===== src/rtl/pipeline_pkg.sv =====
// Shared types and constants for the pipeline hazard/sequencing controller.
package pipeline_pkg;

   localparam int REG_W = 5;

   localparam logic [1:0] S_RUN      = 2'd0;
   localparam logic [1:0] S_MEM_WAIT = 2'd1;
   localparam logic [1:0] S_HALT     = 2'd2;

   typedef enum logic [1:0] {
      ST_RUN      = S_RUN,
      ST_MEM_WAIT = S_MEM_WAIT,
      ST_HALT     = S_HALT
   } state_e;

   // Control word for the PC and the four inter-stage buffers.
   typedef struct packed {
      logic pc_go;
      logic if_id_go;
      logic if_id_clear;
      logic id_exe_go;
      logic id_exe_clear;
      logic exe_mem_go;
      logic exe_mem_clear;
      logic mem_wb_go;
      logic mem_wb_clear;
   } ctrl_t;

   //                                       pc IFID IDEX EXME MEWB
   localparam ctrl_t CTRL_HOLD   = 9'b0_00_00_00_00;
   localparam ctrl_t CTRL_NORM   = 9'b1_10_10_10_10;
   localparam ctrl_t CTRL_RESET  = 9'b0_11_11_11_11;
   localparam ctrl_t CTRL_MEM    = 9'b0_00_00_00_11;
   localparam ctrl_t CTRL_BRANCH = 9'b1_11_11_10_10;
   localparam ctrl_t CTRL_LDUSE  = 9'b0_00_11_10_10;

   // True when a source operand is actually read and names the given register.
   function automatic logic reg_match(input logic uses,
                                      input logic [REG_W-1:0] src,
                                      input logic [REG_W-1:0] dst);
      return uses & (src == dst);
   endfunction

endpackage


===== src/rtl/pipeline_ctrl_if.sv =====
// Hazard inputs and buffer controls exchanged between the datapath and the controller.
interface pipeline_ctrl_if;
   import pipeline_pkg::*;

   logic             ex_is_load;
   logic [REG_W-1:0] ex_rd;
   logic [REG_W-1:0] id_rs;
   logic [REG_W-1:0] id_rt;
   logic             id_uses_rs;
   logic             id_uses_rt;
   logic             exe_branch_taken;
   logic             mem_req;
   logic             mem_ready;
   logic             wb_halt;
   logic             resume;

   logic             pc_go;
   logic             if_id_go;
   logic             if_id_clear;
   logic             id_exe_go;
   logic             id_exe_clear;
   logic             exe_mem_go;
   logic             exe_mem_clear;
   logic             mem_wb_go;
   logic             mem_wb_clear;

   // Datapath side: reports pipeline events, receives buffer controls.
   modport master (
      output ex_is_load, ex_rd, id_rs, id_rt, id_uses_rs, id_uses_rt,
             exe_branch_taken, mem_req, mem_ready, wb_halt, resume,
      input  pc_go, if_id_go, if_id_clear, id_exe_go, id_exe_clear,
             exe_mem_go, exe_mem_clear, mem_wb_go, mem_wb_clear
   );

   // Controller side.
   modport slave (
      input  ex_is_load, ex_rd, id_rs, id_rt, id_uses_rs, id_uses_rt,
             exe_branch_taken, mem_req, mem_ready, wb_halt, resume,
      output pc_go, if_id_go, if_id_clear, id_exe_go, id_exe_clear,
             exe_mem_go, exe_mem_clear, mem_wb_go, mem_wb_clear
   );

endinterface


===== src/rtl/hazard_detect.sv =====
// Combinational load-use comparator; register 0 never creates a dependency.
module hazard_detect
   import pipeline_pkg::*;
(
   input  logic             ex_is_load,
   input  logic [REG_W-1:0] ex_rd,
   input  logic [REG_W-1:0] id_rs,
   input  logic [REG_W-1:0] id_rt,
   input  logic             id_uses_rs,
   input  logic             id_uses_rt,
   output logic             load_use
);

   // Flag an ID source that depends on a load still in EXE.
   always_comb begin
      load_use = 1'b0;
      if (ex_is_load && (ex_rd != {REG_W{1'b0}})) begin
         load_use = reg_match(id_uses_rs, id_rs, ex_rd) |
                    reg_match(id_uses_rt, id_rt, ex_rd);
      end else begin
         load_use = 1'b0;
      end
   end

endmodule


===== src/rtl/pipeline_ctrl.sv =====
// Central hazard/sequencing controller: drives PC enable and inter-stage buffer
// go/clear combinationally from the registered state and current hazards.
module pipeline_ctrl
   import pipeline_pkg::*;
#(
   parameter int CNT_W       = 32,
   parameter int MEM_TIMEOUT = 64
) (
   input  logic             clk,
   input  logic             rst,
   pipeline_ctrl_if.slave   bus,
   output logic             halted,
   output logic             mem_err,
   output logic [CNT_W-1:0] cyc_cnt,
   output logic [CNT_W-1:0] stall_cnt,
   output logic [CNT_W-1:0] flush_cnt
);

   localparam int WAIT_W = $clog2(MEM_TIMEOUT + 1);

   state_e            state_q, state_d;
   logic [WAIT_W-1:0] wait_q, wait_d;
   logic              err_q, err_d;
   logic [CNT_W-1:0]  cyc_q, cyc_d;
   logic [CNT_W-1:0]  stall_q, stall_d;
   logic [CNT_W-1:0]  flush_q, flush_d;

   logic              load_use;
   logic              mem_stall;
   logic              halt_row_en;
   logic              mem_row_en;
   ctrl_t             row_ctrl;
   state_e            row_state;
   logic [WAIT_W-1:0] row_wait;
   logic              row_stall_inc;
   logic              row_flush_inc;
   ctrl_t             ctrl;

   hazard_detect u_hazard (
      .ex_is_load (bus.ex_is_load),
      .ex_rd      (bus.ex_rd),
      .id_rs      (bus.id_rs),
      .id_rt      (bus.id_rt),
      .id_uses_rs (bus.id_uses_rs),
      .id_uses_rt (bus.id_uses_rt),
      .load_use   (load_use)
   );

   assign mem_stall = bus.mem_req & ~bus.mem_ready;

   // The halt row only applies from RUN (HALT resume masks it so the syscall
   // retires); the memory row is skipped on the cycle a wait completes.
   assign halt_row_en = (state_q == ST_RUN);
   assign mem_row_en  = (state_q != ST_MEM_WAIT);

   // Evaluate the RUN priority list: halt > mem stall > branch > load-use > normal.
   always_comb begin
      row_ctrl      = CTRL_NORM;
      row_state     = ST_RUN;
      row_wait      = wait_q;
      row_stall_inc = 1'b0;
      row_flush_inc = 1'b0;
      if (halt_row_en && bus.wb_halt) begin
         row_ctrl  = CTRL_HOLD;
         row_state = ST_HALT;
      end else if (mem_row_en && mem_stall) begin
         row_ctrl      = CTRL_MEM;
         row_state     = ST_MEM_WAIT;
         row_wait      = WAIT_W'(1);
         row_stall_inc = 1'b1;
      end else if (bus.exe_branch_taken) begin
         // A load-use seen alongside a taken branch belongs to the wrong path.
         row_ctrl      = CTRL_BRANCH;
         row_flush_inc = 1'b1;
      end else if (load_use) begin
         row_ctrl      = CTRL_LDUSE;
         row_stall_inc = 1'b1;
      end else begin
         row_ctrl = CTRL_NORM;
      end
   end

   // Next-state, counter updates and buffer controls for each state.
   always_comb begin
      ctrl    = CTRL_HOLD;
      state_d = state_q;
      wait_d  = wait_q;
      err_d   = err_q;
      cyc_d   = cyc_q + CNT_W'(1);
      stall_d = stall_q;
      flush_d = flush_q;
      if (rst) begin
         // Fill every buffer with bubbles while reset is held.
         ctrl    = CTRL_RESET;
         state_d = ST_RUN;
         wait_d  = {WAIT_W{1'b0}};
         err_d   = 1'b0;
         cyc_d   = {CNT_W{1'b0}};
         stall_d = {CNT_W{1'b0}};
         flush_d = {CNT_W{1'b0}};
      end else begin
         case (state_q)
            ST_RUN: begin
               ctrl    = row_ctrl;
               state_d = row_state;
               wait_d  = row_wait;
               stall_d = stall_q + CNT_W'(row_stall_inc);
               flush_d = flush_q + CNT_W'(row_flush_inc);
            end
            ST_MEM_WAIT: begin
               if (bus.mem_ready) begin
                  ctrl    = row_ctrl;
                  state_d = row_state;
                  stall_d = stall_q + CNT_W'(row_stall_inc);
                  flush_d = flush_q + CNT_W'(row_flush_inc);
               end else begin
                  ctrl    = CTRL_MEM;
                  stall_d = stall_q + CNT_W'(1);
                  if (wait_q == WAIT_W'(MEM_TIMEOUT)) begin
                     err_d   = 1'b1;
                     state_d = ST_HALT;
                  end else begin
                     wait_d = wait_q + WAIT_W'(1);
                  end
               end
            end
            ST_HALT: begin
               // After a memory timeout only reset leaves HALT.
               if (bus.resume && !err_q) begin
                  ctrl    = row_ctrl;
                  state_d = row_state;
                  wait_d  = row_wait;
                  stall_d = stall_q + CNT_W'(row_stall_inc);
                  flush_d = flush_q + CNT_W'(row_flush_inc);
               end else begin
                  ctrl = CTRL_HOLD;
               end
            end
            default: begin
               ctrl    = CTRL_HOLD;
               state_d = ST_RUN;
            end
         endcase
      end
   end

   // State, wait counter, error flag and performance counters.
   always_ff @(posedge clk) begin
      if (rst) begin
         state_q <= ST_RUN;
         wait_q  <= {WAIT_W{1'b0}};
         err_q   <= 1'b0;
         cyc_q   <= {CNT_W{1'b0}};
         stall_q <= {CNT_W{1'b0}};
         flush_q <= {CNT_W{1'b0}};
      end else begin
         state_q <= state_d;
         wait_q  <= wait_d;
         err_q   <= err_d;
         cyc_q   <= cyc_d;
         stall_q <= stall_d;
         flush_q <= flush_d;
      end
   end

   assign bus.pc_go         = ctrl.pc_go;
   assign bus.if_id_go      = ctrl.if_id_go;
   assign bus.if_id_clear   = ctrl.if_id_clear;
   assign bus.id_exe_go     = ctrl.id_exe_go;
   assign bus.id_exe_clear  = ctrl.id_exe_clear;
   assign bus.exe_mem_go    = ctrl.exe_mem_go;
   assign bus.exe_mem_clear = ctrl.exe_mem_clear;
   assign bus.mem_wb_go     = ctrl.mem_wb_go;
   assign bus.mem_wb_clear  = ctrl.mem_wb_clear;

   assign halted    = (state_q == ST_HALT);
   assign mem_err   = err_q;
   assign cyc_cnt   = cyc_q;
   assign stall_cnt = stall_q;
   assign flush_cnt = flush_q;

endmodule


===== src/flat_wrapper.sv =====
// flat-port wrapper written by rule: the top's interface ports become plain ports
module pipeline_ctrl_flat import pipeline_pkg::*;
#(
   parameter int CNT_W       = 32,
   parameter int MEM_TIMEOUT = 64
)
  (clk, rst, halted, mem_err, cyc_cnt, stall_cnt, flush_cnt, bus_ex_is_load, bus_ex_rd, bus_id_rs, bus_id_rt, bus_id_uses_rs, bus_id_uses_rt, bus_exe_branch_taken, bus_mem_req, bus_mem_ready, bus_wb_halt, bus_resume, bus_pc_go, bus_if_id_go, bus_if_id_clear, bus_id_exe_go, bus_id_exe_clear, bus_exe_mem_go, bus_exe_mem_clear, bus_mem_wb_go, bus_mem_wb_clear);
  pipeline_ctrl_if bus_i ();
  input  logic clk;
  input  logic rst;
  output logic halted;
  output logic mem_err;
  output logic [CNT_W-1:0] cyc_cnt;
  output logic [CNT_W-1:0] stall_cnt;
  output logic [CNT_W-1:0] flush_cnt;
  input wire logic [$bits(bus_i.ex_is_load)-1:0] bus_ex_is_load;
  input wire logic [$bits(bus_i.ex_rd)-1:0] bus_ex_rd;
  input wire logic [$bits(bus_i.id_rs)-1:0] bus_id_rs;
  input wire logic [$bits(bus_i.id_rt)-1:0] bus_id_rt;
  input wire logic [$bits(bus_i.id_uses_rs)-1:0] bus_id_uses_rs;
  input wire logic [$bits(bus_i.id_uses_rt)-1:0] bus_id_uses_rt;
  input wire logic [$bits(bus_i.exe_branch_taken)-1:0] bus_exe_branch_taken;
  input wire logic [$bits(bus_i.mem_req)-1:0] bus_mem_req;
  input wire logic [$bits(bus_i.mem_ready)-1:0] bus_mem_ready;
  input wire logic [$bits(bus_i.wb_halt)-1:0] bus_wb_halt;
  input wire logic [$bits(bus_i.resume)-1:0] bus_resume;
  output wire logic [$bits(bus_i.pc_go)-1:0] bus_pc_go;
  output wire logic [$bits(bus_i.if_id_go)-1:0] bus_if_id_go;
  output wire logic [$bits(bus_i.if_id_clear)-1:0] bus_if_id_clear;
  output wire logic [$bits(bus_i.id_exe_go)-1:0] bus_id_exe_go;
  output wire logic [$bits(bus_i.id_exe_clear)-1:0] bus_id_exe_clear;
  output wire logic [$bits(bus_i.exe_mem_go)-1:0] bus_exe_mem_go;
  output wire logic [$bits(bus_i.exe_mem_clear)-1:0] bus_exe_mem_clear;
  output wire logic [$bits(bus_i.mem_wb_go)-1:0] bus_mem_wb_go;
  output wire logic [$bits(bus_i.mem_wb_clear)-1:0] bus_mem_wb_clear;
  assign bus_i.ex_is_load = bus_ex_is_load;
  assign bus_i.ex_rd = bus_ex_rd;
  assign bus_i.id_rs = bus_id_rs;
  assign bus_i.id_rt = bus_id_rt;
  assign bus_i.id_uses_rs = bus_id_uses_rs;
  assign bus_i.id_uses_rt = bus_id_uses_rt;
  assign bus_i.exe_branch_taken = bus_exe_branch_taken;
  assign bus_i.mem_req = bus_mem_req;
  assign bus_i.mem_ready = bus_mem_ready;
  assign bus_i.wb_halt = bus_wb_halt;
  assign bus_i.resume = bus_resume;
  assign bus_pc_go = bus_i.pc_go;
  assign bus_if_id_go = bus_i.if_id_go;
  assign bus_if_id_clear = bus_i.if_id_clear;
  assign bus_id_exe_go = bus_i.id_exe_go;
  assign bus_id_exe_clear = bus_i.id_exe_clear;
  assign bus_exe_mem_go = bus_i.exe_mem_go;
  assign bus_exe_mem_clear = bus_i.exe_mem_clear;
  assign bus_mem_wb_go = bus_i.mem_wb_go;
  assign bus_mem_wb_clear = bus_i.mem_wb_clear;
  pipeline_ctrl #(.CNT_W(CNT_W), .MEM_TIMEOUT(MEM_TIMEOUT)) u_core (.clk(clk), .rst(rst), .bus(bus_i), .halted(halted), .mem_err(mem_err), .cyc_cnt(cyc_cnt), .stall_cnt(stall_cnt), .flush_cnt(flush_cnt));
endmodule

===== config.mk =====
export PLATFORM = sky130hd
export DESIGN_NAME = pipeline_ctrl_flat
export DESIGN_NICKNAME = d
export VERILOG_FILES = /design/src/rtl/pipeline_pkg.sv /design/src/rtl/pipeline_ctrl_if.sv /design/src/rtl/hazard_detect.sv /design/src/rtl/pipeline_ctrl.sv /design/src/flat_wrapper.sv
export SDC_FILE = /design/constraint.sdc
export NUM_CORES = 1
export LEC_CHECK = 0
export CORE_MARGIN = 4
export CORE_UTILIZATION = 50
export CTS_CLUSTER_SIZE = 12
export DETAILED_ROUTE_END_ITERATION = 10
export PLACE_DENSITY = 0.77
export SYNTH_ARGS = -nofsm -noshare
export SYNTH_HDL_FRONTEND = slang
export SYNTH_SLANG_ARGS = --single-unit

===== constraint.sdc =====
create_clock -name clk -period 3.2 [get_ports clk]
set_input_delay 0.32 -clock clk [delete_from_list [all_inputs] [get_ports clk]]
set_output_delay 0.32 -clock clk [all_outputs]
set_load 0.01 [all_outputs]

==> metrics.cfg, run 1 <==
[yosys]
ys_seq_area_share_pct=38.4
syn_area_per_cell_um2=8.36
synth-warning-count=0
synth-async-reset-ratio_pct=0
synth_edf_count=0
synthDistinctLibCells=61
synth-seq-cells=106
synthFlopType=dfxtp_1
syn-num-nets=695
synth_cells=662
synth.cell_area_um2=5530

[layout]
n_antenna_cell=0
final_cell_area_um2=7380
final_common_cell=clkdlybuf4s50_1
syn_to_final_growth_pct=33.3
layout-drive-gt1-share_pct=9.59
mostFrequentLayoutCells=clkdlybuf4s50_1 (119), dfxtp_1 (106), nor2_1 (104), nand2_1 (55), xor2_1 (52)
finalNetCount=833

[clock_tree]
cts.sinks=106
path_clk_slew_ns=0.09
cts-buffers-inserted=9
cts_max_level=3
cts_buffer_depth=2
cts_tree=done
clock_latency_ns=0.37
cts-root-buf=clkbuf_8

[placed_design]
gp_congestion=0.895
dp_hpwl_mm=10.5
place_area_um2=7010
place_ws_ns=-0.665
port_buffers=131

[drt]
drtIter0Drc=311
firstDrtPassIters=5
routed_wl_mm=14.5
drc=0
vias_per_cell=5.61
via_count=5288
wl_per_cell_um=15.4
antenna_left=0

[sta]
final_max_slew_viol_count=0
fmax_mhz=321
finalSetupTns_ns=0
timing.final.crit_share_pct=97.4
worst_slew_pin_slew_ns=1.01
hold_viol_final=0
fin_worst_skew_ns=0.00882
setup_viol=0
slew_headroom_pct=32.7
setup_ws_ns=0.0827
fin_crit_ns=3.12

[floorplanning]
die_h_um=113
dieArea_um2=12800
die_x_um=113
core-area_um2=10800
placementRows=38
io_pins=132
floorplan.initialDensity_pct=51.0

[power_and_ir_drop]
power_mw=2.46
leakagePower_nw=2.67
power.density_nw_per_um2=333
ir_drop_v=0.000298

[worst_hold_path]
min_path_type=primary input to flop

[grt]
grt_usage_pct=22.2
grt_pass1_vias=4954
overflow=0
grt_max_degree=96
antenna_found_initial=0
grt_pass1_wl_mm=23.7

[critical_path]
cp-end-kind=flop
worstPathRequired_ns=3.47
cp-start-kind=primary input
crit_path_max_fanout=5
arrival_ns=3.39
path_class=primary input to flop

[run]
drv_cap=0

[run_status]
status=finished clean

path summary, 6_finish.rpt:
kind	startpoint	to	slack, ns	cells after the start
worst max-delay path	bus_ex_rd[0]	u_core.stall_cnt[21]	0.08	12
worst min-delay path	rst	u_core.stall_cnt[24]	0.25	2
worst max register to register	u_core.state_q[0]	u_core.stall_cnt[21]	0.55	7
worst min register to register	u_core.cyc_cnt[0]	u_core.cyc_cnt[0]	0.47	1
cell usage after synthesis, types with 2 or more instances:
| cell | number | area share [%] |
|---|---|---|
| a2111oi_2 | 2 | 0.54 |
| a211oi_1 | 2 | 0.27 |
| a21oi_1 | 28 | 2.5 |
| a31oi_1 | 3 | 0.34 |
| and2_1 | 6 | 0.68 |
| and3_1 | 24 | 2.7 |
| and3_2 | 2 | 0.27 |
| and4_1 | 7 | 1.1 |
| buf_2 | 4 | 0.36 |
| buf_4 | 2 | 0.27 |
| clkbuf_1 | 17 | 1.2 |
| clkbuf_2 | 2 | 0.18 |
| clkbuf_8 | 3 | 0.75 |
| dfxtp_1 | 106 | 38 |
| ha_1 | 8 | 1.8 |
| inv_1 | 13 | 0.88 |
| mux2_2 | 2 | 0.41 |
| mux2i_1 | 2 | 0.36 |
| nand2_1 | 55 | 3.7 |
| nand2b_1 | 5 | 0.57 |
| nand3_1 | 32 | 2.9 |
| nand4_1 | 33 | 3.7 |
| nand4_4 | 2 | 0.77 |
| nor2_1 | 104 | 7.1 |
| nor2b_1 | 4 | 0.45 |
| nor3_1 | 16 | 1.4 |
| nor3b_1 | 2 | 0.27 |
| nor4_1 | 11 | 1.2 |
| nor4_2 | 2 | 0.45 |
| nor4_4 | 2 | 0.77 |
| o21ai_0 | 18 | 1.6 |
| o21ai_1 | 2 | 0.18 |
| o21bai_1 | 5 | 0.68 |
| o31ai_1 | 2 | 0.27 |
| or2_2 | 3 | 0.34 |
| or3_1 | 15 | 1.7 |
| xnor2_1 | 40 | 6.3 |
| xor2_1 | 53 | 8.4 |
worst max-delay path: stages:
cell and delay [ns]:
dlygate4sd2_1 0.29, xor2_1 0.19, nor4_2 0.33, nand3_1 0.13, a21oi_2 0.20, and2_4 0.19, a2bb2oi_4 0.18, ha_4 0.16
nand4_1 0.13, or4_4 0.57, o311a_4 0.39, a2111oi_4 0.31
what timing repair did:
action / in CTS / in global routing
setup buffers: 3 / 2
pin swaps: 5 / 18
gates resized for setup: 9 / 22
hold buffers: 0 / 0
endpoints found under the setup margin: 21 / 23
gates cloned: 0 / 0
sequential cells by signal (all words and copies together) (netlist names):
signal            flops
u_core.flush_cnt     32
u_core.wait_q         7
u_core.cyc_cnt       32
u_core.state_q        2
u_core.stall_cnt     32
u_core.mem_err        1
logic make-up after synthesis:
group	count (synthesis)	share of synthesized area, %
compound gates	76	9.07
xor+xnor	93	14.7
fa+ha+maj	8	1.81
buf+inv	42	3.73
flops	106	38.4
mux	4	0.769
simple gates	333	31.5
power breakdown:
group | switching [mW] | internal (mW)
clock | 0.436 | 0.397
combinational | 0.129 | 0.128
sequential | 0.0329 | 1.33
per-layer routing:
metal	GRT usage, %	wire [um]
met5	0	0
met4	7.13	303
met3	5.61	1030
met1	29.5	6410
met2	35.3	6760
stage by stage:
| step | hold slack, ns | utilization (%) | instances |
|---|---|---|---|
| after global routing | 0.241 | 68.0 | 943 |
| after global placement | 0.448 | 64.7 | 924 |
| after floorplan | 0.469 | - | 662 |
| final | 0.249 | 68.0 | 943 |
| after CTS | 0.238 | 67.0 | 941 |
| after detailed placement | 0.454 | 64.7 | 924 |
cell type report:
| cell class | count | area, um2 |
|---|---|---|
| clock buffer | 12 | 155 |
| clock inverter | 2 | 37.5 |
| fill | 897 | 3460 |
| inverter | 13 | 48.8 |
| multi-input combinational | 514 | 3320 |
| sequential | 106 | 2120 |
| tap | 140 | 175 |
| timing repair buffer | 156 | 1520 |
Note: power is estimated with default switching activity, not from simulation.
==> run 2: changes to the inputs <==
Settings changed: ABC_CLOCK_PERIOD_IN_PS from default to 3900, CORE_UTILIZATION 50 to 54, PLACE_DENSITY 0.77 to 0.83.
Clock period 3.2 ns to 3.9 ns, I/O delays scaled along.
==> metrics.cfg, run 2 (synthesis results as in run 1) <==
[sta]
hold_viol_final=0
setup_viol=0
fin_crit_ns=3.62
timing.final.crit_share_pct=92.9
worst_slew_pin_slew_ns=1.05
fmax_mhz=276
fin_worst_skew_ns=0.0137
slew_headroom_pct=30.1
final_max_slew_viol_count=0
setup_ws_ns=0.278

[critical_path]
crit_chain=clkdlybuf4s50_1 -> xor2_1 -> nor4_1 -> nand3_1 -> a21oi_2 -> and2_1 -> a2bb2oi_1 -> ha_1 -> nand4_1 -> or4_4 -> o311a_2 -> a2111oi_2
crit_slowest_cell=or4_4
worstPathRequired_ns=4.16
arrival_ns=3.89
crit_path_max_fanout=5
cp-start-kind=primary input
path_class=primary input to flop
cp-end-kind=flop
max_stage_delay_ns=0.50

[drt]
via_count=5148
routed_wl_mm=14.3
vias_per_cell=5.61
drtIter0Drc=306
drc=0
wl_per_cell_um=15.6
antenna_left=0
firstDrtPassIters=5

[floorplanning]
die_x_um=109
placementRows=36
floorplan.initialDensity_pct=56.1
die_h_um=109
core-area_um2=9860
io_pins=132
dieArea_um2=11900

[clock_tree]
cts_buffer_depth=2
clock_latency_ns=0.37
cts_max_level=3
path_clk_slew_ns=0.11
cts_tree=done
cts-root-buf=clkbuf_8
cts-buffers-inserted=9
cts.sinks=106
hold_buffers=0

[run_status]
status=finished clean

[grt]
grt_max_degree=101
grt_pass1_wl_mm=23.9
overflow=0
antenna_found_initial=0
grt_pass1_vias=4994
grt_usage_pct=24.4

[layout]
ff_latch_area_um2=2120
final_common_cell=clkdlybuf4s50_1
final_util_pct=71.8
fillerInstances=797
layout-drive-gt1-share_pct=6.12
mostFrequentLayoutCells=clkdlybuf4s50_1 (130), dfxtp_1 (106), nor2_1 (104), nand2_1 (55), xor2_1 (53)
multi_input_area_um2=3210
n_antenna_cell=0
syn_to_final_growth_pct=27.9
finalNetCount=812

[power_and_ir_drop]
p_clk_share_pct=34.3
power.density_nw_per_um2=283
p_sw_share_pct=27.2
p_sw_uw=545
power_mw=2.01
p_int_mw=1.46
seqPwrFrac_pct=55.9
ir_drop_v=0.000174
p_comb_share_pct=9.8
leakagePower_nw=2.46

[placed_design]
place_ws_ns=-0.116
dp_hpwl_mm=10.5
gp_congestion=0.886
port_buffers=131

[worst_hold_path]
min_path_type=primary input to flop

[run]
drv_cap=0

[run 2: cell types whose count changed in the layout (fill, tap and decap cells not counted), moves of 2 or more]
| cell | before | now |
|---|---|---|
| o21ai_0 | 16 | 18 |
| dlygate4sd2_1 | 2 | 0 |
| inv_6 | 0 | 2 |
| inv_8 | 0 | 3 |
| dlymetal6s2s_1 | 9 | 0 |
| buf_4 | 26 | 5 |
| clkdlybuf4s50_1 | 119 | 130 |
[run 2: path summary, 6_finish.rpt]
path                           from                   end  slack (ns)  cells after the start
hold reg to reg   u_core.cyc_cnt[0]     u_core.cyc_cnt[0]        0.48                      1
setup / recovery       bus_ex_rd[3]  u_core.stall_cnt[21]        0.28                     12
setup reg to reg  u_core.state_q[0]  u_core.stall_cnt[21]        1.07                      7
hold / removal                  rst     u_core.cyc_cnt[0]        0.26                      2
[run 2: repair_timing]
action / 4_1_cts / 5_1_grt
endpoints found under the setup margin: 0 / 1
resized for setup: 0 / 1
buffers inserted: 0 / 1
[run 2: routing by layer]
layer	GRT usage, %	vias to the layer above	part of all wire (%)
met5	0	-	0
met4	5.70	0	1.0
met3	6.63	16	8.1
met2	40.6	186	47
met1	31.6	2411	43
li1	-	2535	-
[run 2: metrics by stage]
step / cells / hold slack, ns / instance area, um2 / setup TNS [ns]
finish: 917 / 0.258 / 7080 / 0
global route: 917 / 0.260 / 7080 / -0.00377
CTS: 916 / 0.257 / 7070 / 0
detailed placement: 900 / 0.464 / 6870 / -0.248
global placement: 900 / 0.448 / 6870 / 0
floorplan: 662 / 0.469 / 5530 / 0
[run 2: final cells by class]
cell class | count | share of cell area (%)
multi-input combinational | 514 | 45.3
sequential | 106 | 30.0
timing repair buffer | 135 | 18.9
tap | 133 | 2.35
clock buffer | 10 | 1.94
clock inverter | 6 | 0.795
inverter | 13 | 0.689
[run 2: critical path: cells and delay by family]
kind                       cells  cell delay (ns)
AOI/OAI and AO/OA              4             1.19
xor gates and xnor gates       1             0.20
adders and majority gates      1             0.27
buffers and inverters          1             0.47
and+or+nand+nor                5             1.35
[run 2: power groups by stage]
stage	combinational [mW]	clock [mW]	sequential (mW)
finish	0.197	0.688	1.12
global route	0.214	0.741	1.12
CTS	0.197	0.700	1.12
detailed placement	0.196	0	1.14
global placement	0.189	0	1.14
floorplan	0.111	0	1.14
